===== src/rtl/cluster_pwr_seq.sv =====
// Cluster power/boot sequencer: timed power, clock, reset and fetch control.
// Optional DRAIN timeout is enabled by defining CLUSTER_PWR_SEQ_TIMEOUT_EN.
//
// Ports:
//   clk_i, rst_ni            SoC clock, async active-low reset
//   pwr_up_req_i             1-cycle request: power up and boot (OFF only)
//   pwr_dn_req_i             1-cycle request: power down (RUN only)
//   boot_addr_i              boot address, latched on accepted up request
//   cluster_busy_i           cluster busy, already synchronised
//   cluster_pow_o            power switch enable
//   cluster_clk_en_o         clock-gate enable
//   cluster_rstn_o           cluster reset, active low
//   cluster_fetch_enable_o   core fetch enable
//   cluster_boot_addr_o      latched boot address
//   ack_o                    pulse on reaching RUN or OFF
//   timeout_o                pulse on DRAIN timeout (0 unless timeout built in)
//   state_o                  current state encoding
`timescale 1ns/1ps
module cluster_pwr_seq #(
  parameter int unsigned PWR_SETTLE_CYC = 16,
  parameter int unsigned RST_HOLD_CYC   = 8,
  parameter int unsigned FETCH_DLY_CYC  = 4,
  parameter int unsigned TIMEOUT_CYC    = 1024,
  parameter int unsigned CNT_W          = 11
) (
  input  logic        clk_i,
  input  logic        rst_ni,
  input  logic        pwr_up_req_i,
  input  logic        pwr_dn_req_i,
  input  logic [63:0] boot_addr_i,
  input  logic        cluster_busy_i,
  output logic        cluster_pow_o,
  output logic        cluster_clk_en_o,
  output logic        cluster_rstn_o,
  output logic        cluster_fetch_enable_o,
  output logic [63:0] cluster_boot_addr_o,
  output logic        ack_o,
  output logic        timeout_o,
  output logic [2:0]  state_o
);

  typedef enum logic [2:0] {
    S_OFF     = 3'd0,
    S_PWR_ON  = 3'd1,
    S_CLK_ON  = 3'd2,
    S_RST_REL = 3'd3,
    S_RUN     = 3'd4,
    S_DRAIN   = 3'd5,
    S_RST_ASS = 3'd6,
    S_CLK_OFF = 3'd7
  } state_e;

  localparam logic [CNT_W-1:0] SETTLE_LD = CNT_W'(PWR_SETTLE_CYC - 1);
  localparam logic [CNT_W-1:0] HOLD_LD   = CNT_W'(RST_HOLD_CYC - 1);
  localparam logic [CNT_W-1:0] FETCH_LD  = CNT_W'(FETCH_DLY_CYC - 1);
  localparam logic [CNT_W-1:0] TO_LD     = CNT_W'(TIMEOUT_CYC - 1);

  // Counter must be able to hold every load value.
  if ((PWR_SETTLE_CYC - 1) >= (1 << CNT_W) ||
      (RST_HOLD_CYC - 1)   >= (1 << CNT_W) ||
      (FETCH_DLY_CYC - 1)  >= (1 << CNT_W) ||
      (TIMEOUT_CYC - 1)    >= (1 << CNT_W)) begin : g_cnt_chk
    $error("CNT_W too small for sequencer delays");
  end

  state_e            state_q, state_d;
  logic [CNT_W-1:0]  cnt_q, cnt_d;
  logic [63:0]       addr_q, addr_d;
  logic              pow_q, pow_d;
  logic              clk_en_q, clk_en_d;
  logic              rstn_q, rstn_d;
  logic              fetch_q, fetch_d;
  logic              ack_q, ack_d;
  logic              to_q, to_d;

  always_comb begin
    state_d = state_q;
    addr_d  = addr_q;
    to_d    = 1'b0;
    unique case (state_q)
      S_OFF: begin
        if (pwr_up_req_i) begin
          state_d = S_PWR_ON;
          addr_d  = boot_addr_i;
        end
      end
      S_PWR_ON:  if (cnt_q == '0) state_d = S_CLK_ON;
      S_CLK_ON:  if (cnt_q == '0) state_d = S_RST_REL;
      S_RST_REL: if (cnt_q == '0) state_d = S_RUN;
      S_RUN:     if (pwr_dn_req_i) state_d = S_DRAIN;
      S_DRAIN: begin
        if (!cluster_busy_i) begin
          state_d = S_RST_ASS;
`ifdef CLUSTER_PWR_SEQ_TIMEOUT_EN
        end else if (cnt_q == '0) begin
          state_d = S_RST_ASS;
          to_d    = 1'b1;
`endif
        end
      end
      S_RST_ASS: if (cnt_q == '0) state_d = S_CLK_OFF;
      S_CLK_OFF: if (cnt_q == '0) state_d = S_OFF;
    endcase

    // Load on entry; otherwise count down and hold at zero.
    if (state_d != state_q) begin
      unique case (state_d)
        S_PWR_ON,
        S_CLK_OFF: cnt_d = SETTLE_LD;
        S_CLK_ON,
        S_RST_ASS: cnt_d = HOLD_LD;
        S_RST_REL: cnt_d = FETCH_LD;
`ifdef CLUSTER_PWR_SEQ_TIMEOUT_EN
        S_DRAIN:   cnt_d = TO_LD;
`endif
        default:   cnt_d = '0;
      endcase
    end else if (cnt_q != '0) begin
      cnt_d = cnt_q - 1'b1;
    end else begin
      cnt_d = cnt_q;
    end

    // Outputs are registered from the next state.
    pow_d    = (state_d != S_OFF);
    clk_en_d = state_d inside {S_CLK_ON, S_RST_REL, S_RUN,
                               S_DRAIN, S_RST_ASS};
    rstn_d   = state_d inside {S_RST_REL, S_RUN, S_DRAIN};
    fetch_d  = (state_d == S_RUN);
    ack_d    = (state_d != state_q) &&
               (state_d == S_RUN || state_d == S_OFF);
  end

  always_ff @(posedge clk_i or negedge rst_ni) begin
    if (!rst_ni) begin
      state_q  <= S_OFF;
      cnt_q    <= '0;
      addr_q   <= '0;
      pow_q    <= 1'b0;
      clk_en_q <= 1'b0;
      rstn_q   <= 1'b0;
      fetch_q  <= 1'b0;
      ack_q    <= 1'b0;
      to_q     <= 1'b0;
    end else begin
      state_q  <= state_d;
      cnt_q    <= cnt_d;
      addr_q   <= addr_d;
      pow_q    <= pow_d;
      clk_en_q <= clk_en_d;
      rstn_q   <= rstn_d;
      fetch_q  <= fetch_d;
      ack_q    <= ack_d;
      to_q     <= to_d;
    end
  end

  assign cluster_pow_o          = pow_q;
  assign cluster_clk_en_o       = clk_en_q;
  assign cluster_rstn_o         = rstn_q;
  assign cluster_fetch_enable_o = fetch_q;
  assign cluster_boot_addr_o    = addr_q;
  assign ack_o                  = ack_q;
  assign state_o                = state_q;
`ifdef CLUSTER_PWR_SEQ_TIMEOUT_EN
  assign timeout_o              = to_q;
`else
  assign timeout_o              = 1'b0;
  logic unused_to;
  assign unused_to = to_q ^ (|TO_LD);
`endif

endmodule


===== config.mk =====
export PLATFORM = sky130hd
export DESIGN_NAME = cluster_pwr_seq
export DESIGN_NICKNAME = d
export VERILOG_FILES = /design/src/rtl/cluster_pwr_seq.sv
export SDC_FILE = /design/constraint.sdc
export NUM_CORES = 1
export LEC_CHECK = 0
export ABC_AREA = 1
export BUFFER_PORTS_ARGS = -buffer_cell sky130_fd_sc_hd__buf_2
export CORE_AREA = 3 3 109 85
export DETAILED_ROUTE_END_ITERATION = 8
export DIE_AREA = 0 0 112 88
export GPL_ROUTABILITY_DRIVEN = 1
export PLACE_DENSITY = 0.82
export SETUP_SLACK_MARGIN = 0.5
export SYNTH_ARGS = -nofsm -noshare
export SYNTH_HDL_FRONTEND = slang
export SYNTH_SLANG_ARGS = --single-unit

===== constraint.sdc =====
create_clock -name clk_i -period 1.7 [get_ports clk_i]
set_input_delay 0.17 -clock clk_i [delete_from_list [all_inputs] [get_ports clk_i]]
set_output_delay 0.17 -clock clk_i [all_outputs]
set_load 0.02 [all_outputs]

# After elaboration in Yosys (flattened, before gate mapping)
# Index checks and enable logic that the tools add are counted.
classes:
  add_sub_neg: 1
  eq_ne: 15
  mux: 12
  n_reduce_logical: 13
ops:
  columns: ["operator", "n"]
  rows:
  - ["$eq 3x3->1 const B", 8]
  - ["$mux 3", 8]
  - ["$pmux 3 s8", 1]
  - ["$mux 11", 2]
  - ["$eq 3x2->1 const B", 4]
  - ["$pmux 4 s3", 1]
  - ["$logic_not 11->1", 1]
  - ["$reduce_bool 11->1", 1]
  - ["$sub 11x1->11 const B", 1]
  - ["$eq 3x1->1 const B", 2]
  - ["$logic_not 3->1", 2]
  - ["$reduce_bool 3->1", 2]
  - ["$reduce_bool 5->1", 1]
  - ["$reduce_or 2->1", 2]
  - ["$ne 3x3->1", 1]
  - ["$reduce_and 2->1", 1]
  - ["$reduce_bool 2->1", 1]
  - ["$logic_and 1x1->1", 1]
  - ["$logic_or 1x1->1", 1]
word_totals:
  regBits: 83
  in_bits: 69
  output_inout_bits: 73
  elab_cells: 49

# Longest topological paths before layout
depth:
  ltp_word: 7
  mapped_depth: 16

# Worst setup path after synthesis
# No wires, ideal clock.
synth_path:
  kind: "register to register"
  start: "reg cnt_q[0]"
  end: "reg cnt_q[1]"
  setup_ps: 116
  arrival_time_ps: 1699
  t_required_ps: 1584
  slack_ps: -115
  stages_incl_launch_ff: 17
  path_cell_list: "dfrtp_1 > inv_1 > ha_1 > nand2_1 > nor2_1 > nand3_2 > buf_6 > a21oi_2 > nand2_2 > nand2_4 > nand2_4 > nand2_4 > inv_6 > nand2_4 > nand2_1 > nand2_1 > nand2_1"
synth_via:
  elab_chain_cells: 7
  elab_cells_between_ends: 21
  cone_classes: "add/sub: 1; eq/ne: 6; mux: 9; reduce/logical: 5"
synth_lines:
  columns: ["element", "line", "source"]
  rows:
  - ["from (decl)", "67", "logic [CNT_W-1:0] cnt_q, cnt_d;"]
  - ["from (signal assigned)", "147", "cnt_q <= cnt_d;"]
  - ["$logic_not 11->1", null, null]
  - ["$mux 3 (on tied branches)", null, null]
  - ["$pmux 3 s8", "80", "unique case (state_q)"]
  - ["$eq 3x2->1 (tied with other cells)", "107", "unique case (state_d)"]
  - ["$reduce_or 2->1", "107", null]
  - ["$pmux 4 s3", "107", null]
  - ["$mux 11", "106", "if (state_d != state_q) begin"]
# Parallel ways exist; a longest one is shown, timed or not. The select of a mux whose other input is x is not followed.
# A chain may end at the register's enable or synchronous reset.

# Worst setup path after layout
layout_path:
  start: "reg cnt_q[0]"
  end: "reg cnt_q[6]"
layout_via:
  elab_chain_cells: 5
  elab_cells_between_ends: 13
  cone_classes: "add/sub: 1; eq/ne: 1; mux: 8; reduce/logical: 3"
layout_lines:
  columns: ["element", "line"]
  rows:
  - ["$logic_not 11->1", null]
  - ["$mux 3 (on tied branches)", null]
  - ["$pmux 3 s8", "80"]
  - ["$ne 3x3->1", "106"]
  - ["$mux 11 or $reduce_bool 2->1 (tied branches)", null]
# Parallel ways exist; a longest one is shown, timed or not. The select of a mux whose other input is x is not followed.

==> metrics.sh <==
RUN_STATUS='complete, but fails checks'
VIOLATIONS='negative setup slack'
DRIVE_ABOVE_1_SHARE_PCT=66.45
CTSHTREEMAXLEVEL=3
CLKTRANSATPATHREGS_NS=0.09
SWITCHING_SHARE_PCT=41.44
NNETSFINAL=536
PATH_DEPTH=13
FINAL_COMMON_CELL='sky130_fd_sc_hd__buf_2'
SYNTH.NET_COUNT=348
WORST-PATH-BUF-INV=3
CELL_INTERNAL_POWER_DISSIPATION_W=0.007139
FINALWEIGHTEDCONGESTION=0.8470
SYNTHESIS.YOSYS.WARNINGS=0
FIN_SKEW_NS=0.008868
ANTENNADIODECOUNT=0
CRIT_FANOUT=8
CLKSINKCOUNT=83
DETAILROUTE.VIA_COUNT=2751
LAYOUT_WORST_PATH_CYCLE_SHARE_PCT=109.8
MAX-CLOCK-PATH-BUFFERS=2
RSZ0062_AT_GRT='true'
GRT_FIRST_PASS_WIRELENGTH_MICRONS=14870
DESIGN.CORE.AREA_SQ_UM=8309
TIMING.FINAL.HOLD_VIOLATIONS=0
ROUTED_VIA_DENSITY=4.751
WL_MICRONS=9312
FINAL_CELL_MIX='sky130_fd_sc_hd__buf_2, sky130_fd_sc_hd__dfrtp_1, sky130_fd_sc_hd__mux2_4'
GROUTE.USAGE.OVERALL_PCT=18.98
PORT_BUFFERS=140
SYNTHESIS.INSTANCES=278
ROUTED_WIRE_LENGTH_PER_INSTANCE_MICRONS=16.08
I_O_PIN_CNT=142
DETAIL_ROUTE.DRC_VIOLATIONS=0
TIMING.HOLD.WS_NS=0.05453
CRIT_TYPE='reg -> reg'
SETUP_WS_NS=-0.1664
YS_SEQ_AREA_SHARE_PCT=59.39
WORST_R2R_PATH_DEPTH=13
GRT_PASS1_VIAS=2870
CTS_BUFFERS=9
SYNTH_AREA_SQ_UM=3497
CRIT_FAMILY='simple AND/OR/NAND/NOR gates'
DP.FINAL_HPWL_MICRONS=5736
SYNTH.LIB_CELLS_USED.DISTINCT=30
DESIGN.DIE.AREA_SQ_UM=9856
GLOBAL_ROUTE.OVERFLOW_TOTAL=0
P_CLK_SHARE_PCT=11.1
TRITONCTS='yes'
CORE.ROWCOUNT=29
DIE-HEIGHT_MICRONS=88
SLEW-LIMIT-HEADROOM_PCT=64.00
CRIT_ARRIVAL_NS=2.12
SYNTHESIS.AREA_PER_INSTANCE_SQ_UM=12.58
SYNTH-SEQ-CELLS=83
CLOCK_INSERTION_DELAY_WORST_SKEW_NS=0.34
FLOORPLAN.INITIALDENSITY_PCT=42.09
TIMING.CRITICAL_PATH.CELLS='inv_2 > ha_4 > nand2_2 > nor2_2 > nand3_2 > a21oi_2 > nand2_2 > nand2_4 > nand2_4 > nand2_8 > clkinv_8 > buf_12 > a211oi_2'
GRT_MAX_DEGREE=40
FINAL-MAX-SLEW-VIOLATION-COUNT=0
SYN_TO_FINAL_GROWTH_PCT=57.07
ACHIEVABLE-FREQUENCY_GHz=0.5358
CRITICAL-PATH-MAX-STAGE-DELAY_NS=0.39
CRITICAL_PATH.STARTPOINT_TYPE='flop'
TIMING.HOLD.WORST_PATH_DEPTH=2
DIE_W_MICRONS=112
POWER.SHARE.COMBINATIONAL_PCT=59.7
POWER_DENSITY_nW_PER_UM2=2219
ANTENNA_FOUND_INITIAL=0
DRT_FIRST_ITER_VIOLATIONS=46
SEQUENTIALPOWERSHARE_PCT=29.1
DRT_PASS1_ITERATIONS=4
FILLERS=625
TIMING.MAX_CAP.VIOLATIONS=0
MIN_PERIOD_NS=1.866
WORST_IR_DROP_VDD_uV=1257
CLOCK_TREE.ROOT_CELL='sky130_fd_sc_hd__clkbuf_8'
LEAK_PWR_nW=2.949
CRIT_PATH_END_KIND='flop'
SETUP_VIOLATION_TOTAL_IN_THE_FINAL_TIMING_REPORT=12
TIMING.HOLD.WORST.CLASS='in -> reg'
CP_SLOWEST_CELL='sky130_fd_sc_hd__dfrtp_1'
TNS_NS=-1.097
TOTAL_SWITCHING_POWER_W=0.005051
WORST-SLEW-PIN-TRANSITION_NS=0.5401
CP.REQUIRED_NS=1.96
ANTENNA_LEFT=0
[worst paths after layout]
path | start | endpoint | slack [ns]
worst min register to register | cluster_boot_addr_o[58] | cluster_boot_addr_o[58] | 0.51
worst max-delay path | cnt_q[0] | cnt_q[6] | -0.17
worst max register to register | cnt_q[0] | cnt_q[6] | -0.17
min in group asynchronous | rst_ni | cluster_boot_addr_o[55] | 0.36
max in group asynchronous | rst_ni | cluster_clk_en_o | 0.82
worst min-delay path | boot_addr_i[11] | cluster_boot_addr_o[11] | 0.05
[synthesized netlist by cell type]
| library cell | count | share of area (%) |
|---|---|---|
| sky130_fd_sc_hd__inv_2 | 5 | 0.54 |
| sky130_fd_sc_hd__o21bai_1 | 1 | 0.21 |
| sky130_fd_sc_hd__o221ai_1 | 1 | 0.25 |
| sky130_fd_sc_hd__ha_1 | 1 | 0.36 |
| sky130_fd_sc_hd__nand2_2 | 6 | 1.1 |
| sky130_fd_sc_hd__inv_1 | 16 | 1.7 |
| sky130_fd_sc_hd__conb_1 | 1 | 0.11 |
| sky130_fd_sc_hd__buf_4 | 1 | 0.21 |
| sky130_fd_sc_hd__buf_2 | 7 | 1.0 |
| sky130_fd_sc_hd__nor2_4 | 1 | 0.32 |
| sky130_fd_sc_hd__nand4_1 | 2 | 0.36 |
| sky130_fd_sc_hd__nand3_2 | 3 | 0.86 |
| sky130_fd_sc_hd__a211oi_2 | 1 | 0.36 |
| sky130_fd_sc_hd__o21ai_1 | 1 | 0.14 |
| sky130_fd_sc_hd__a21oi_2 | 2 | 0.50 |
| sky130_fd_sc_hd__nor3_1 | 2 | 0.29 |
| sky130_fd_sc_hd__o21ai_0 | 9 | 1.3 |
| sky130_fd_sc_hd__nand2_4 | 4 | 1.3 |
| sky130_fd_sc_hd__a21oi_1 | 3 | 0.43 |
| sky130_fd_sc_hd__nand2_1 | 22 | 2.4 |
| sky130_fd_sc_hd__dfrtp_1 | 83 | 59 |
| sky130_fd_sc_hd__xor2_1 | 4 | 1.0 |
| sky130_fd_sc_hd__mux2_2 | 64 | 21 |
| sky130_fd_sc_hd__nand3_1 | 12 | 1.7 |
| sky130_fd_sc_hd__nor2_2 | 3 | 0.54 |
| sky130_fd_sc_hd__buf_6 | 1 | 0.32 |
| sky130_fd_sc_hd__o31ai_1 | 1 | 0.21 |
| sky130_fd_sc_hd__xnor2_1 | 1 | 0.25 |
| sky130_fd_sc_hd__nor2_1 | 19 | 2.0 |
| sky130_fd_sc_hd__inv_6 | 1 | 0.25 |
[registers in the layout, indices dropped and copies added, names as in the netlist]
name and flops:
state_o 3, cluster_rstn_o 1, cluster_pow_o 1, cluster_fetch_enable_o 1
cnt_q 11, cluster_boot_addr_o 64, cluster_clk_en_o 1, ack_o 1
[logic make-up after synthesis]
logic type      Yosys count  synth area share [%]
fa+ha+maj                 1                0.3577
other cells               1                0.1072
flops                    83                 59.39
buf+inv                  31                 4.043
mux                      64                 20.61
compound gates           19                 3.399
xor+xnor                  5                 1.252
simple gates             74                 10.84
[power groups by stage]
stage / registers (W) / logic (W) / clock network (W)
2_1_floorplan: 0.00456 / 0.00260 / 0
3_3_place_gp: 0.00346 / 0.00521 / 0
3_5_place_dp: 0.00353 / 0.00534 / 0
4_1_cts: 0.00352 / 0.00672 / 0.00140
5_1_grt: 0.00368 / 0.00781 / 0.00150
6_report: 0.00355 / 0.00728 / 0.00136
[final cells by class]
| type | instances | area [sq um] | area share, % |
|---|---|---|---|
| multi-input combinational | 164 | 1638 | 29.82 |
| timing repair buffer | 186 | 1349 | 24.56 |
| tap | 108 | 135.1 | 2.460 |
| inverter | 22 | 95.09 | 1.731 |
| sequential | 83 | 2081 | 37.88 |
| clock buffer | 11 | 151.4 | 2.756 |
| clock inverter | 5 | 43.79 | 0.7973 |
[through the flow]
step | instances | instance area [sq um] | util [%] | setup slack, ns | total power [W]
after floorplan | 278 | 3570 | - | -0.09178 | 0.007166
after global placement | 534 | 4488 | 54.01 | -0.07636 | 0.008675
after detailed placement | 534 | 4488 | 54.01 | -0.1333 | 0.008867
after CTS | 570 | 5325 | 64.09 | -0.1237 | 0.01163
after global routing | 579 | 5493 | 66.10 | -0.2869 | 0.01299
final | 579 | 5493 | 66.10 | -0.1664 | 0.01219
[per-layer routing]
| metal | global-route usage [%] | part of all wire [%] | vias to the layer above |
|---|---|---|---|
| met5 | 0 | 0 | - |
| met4 | 3.603 | 0.33 | 0 |
| met3 | 4.282 | 5.2 | 4 |
| met2 | 33.57 | 53 | 98 |
| met1 | 24.49 | 42 | 1341 |
| li1 | - | - | 1308 |
[repair_timing]
action	4_1_cts	5_1_grt
resized for setup	82	22
gates cloned	8	0
hold buffers	1	0
pin swaps	4	5
endpoints found under the setup margin	84	84
endpoints found under the hold margin	37	0
buffers inserted	11	9
(Power assumes the default switching activity.)
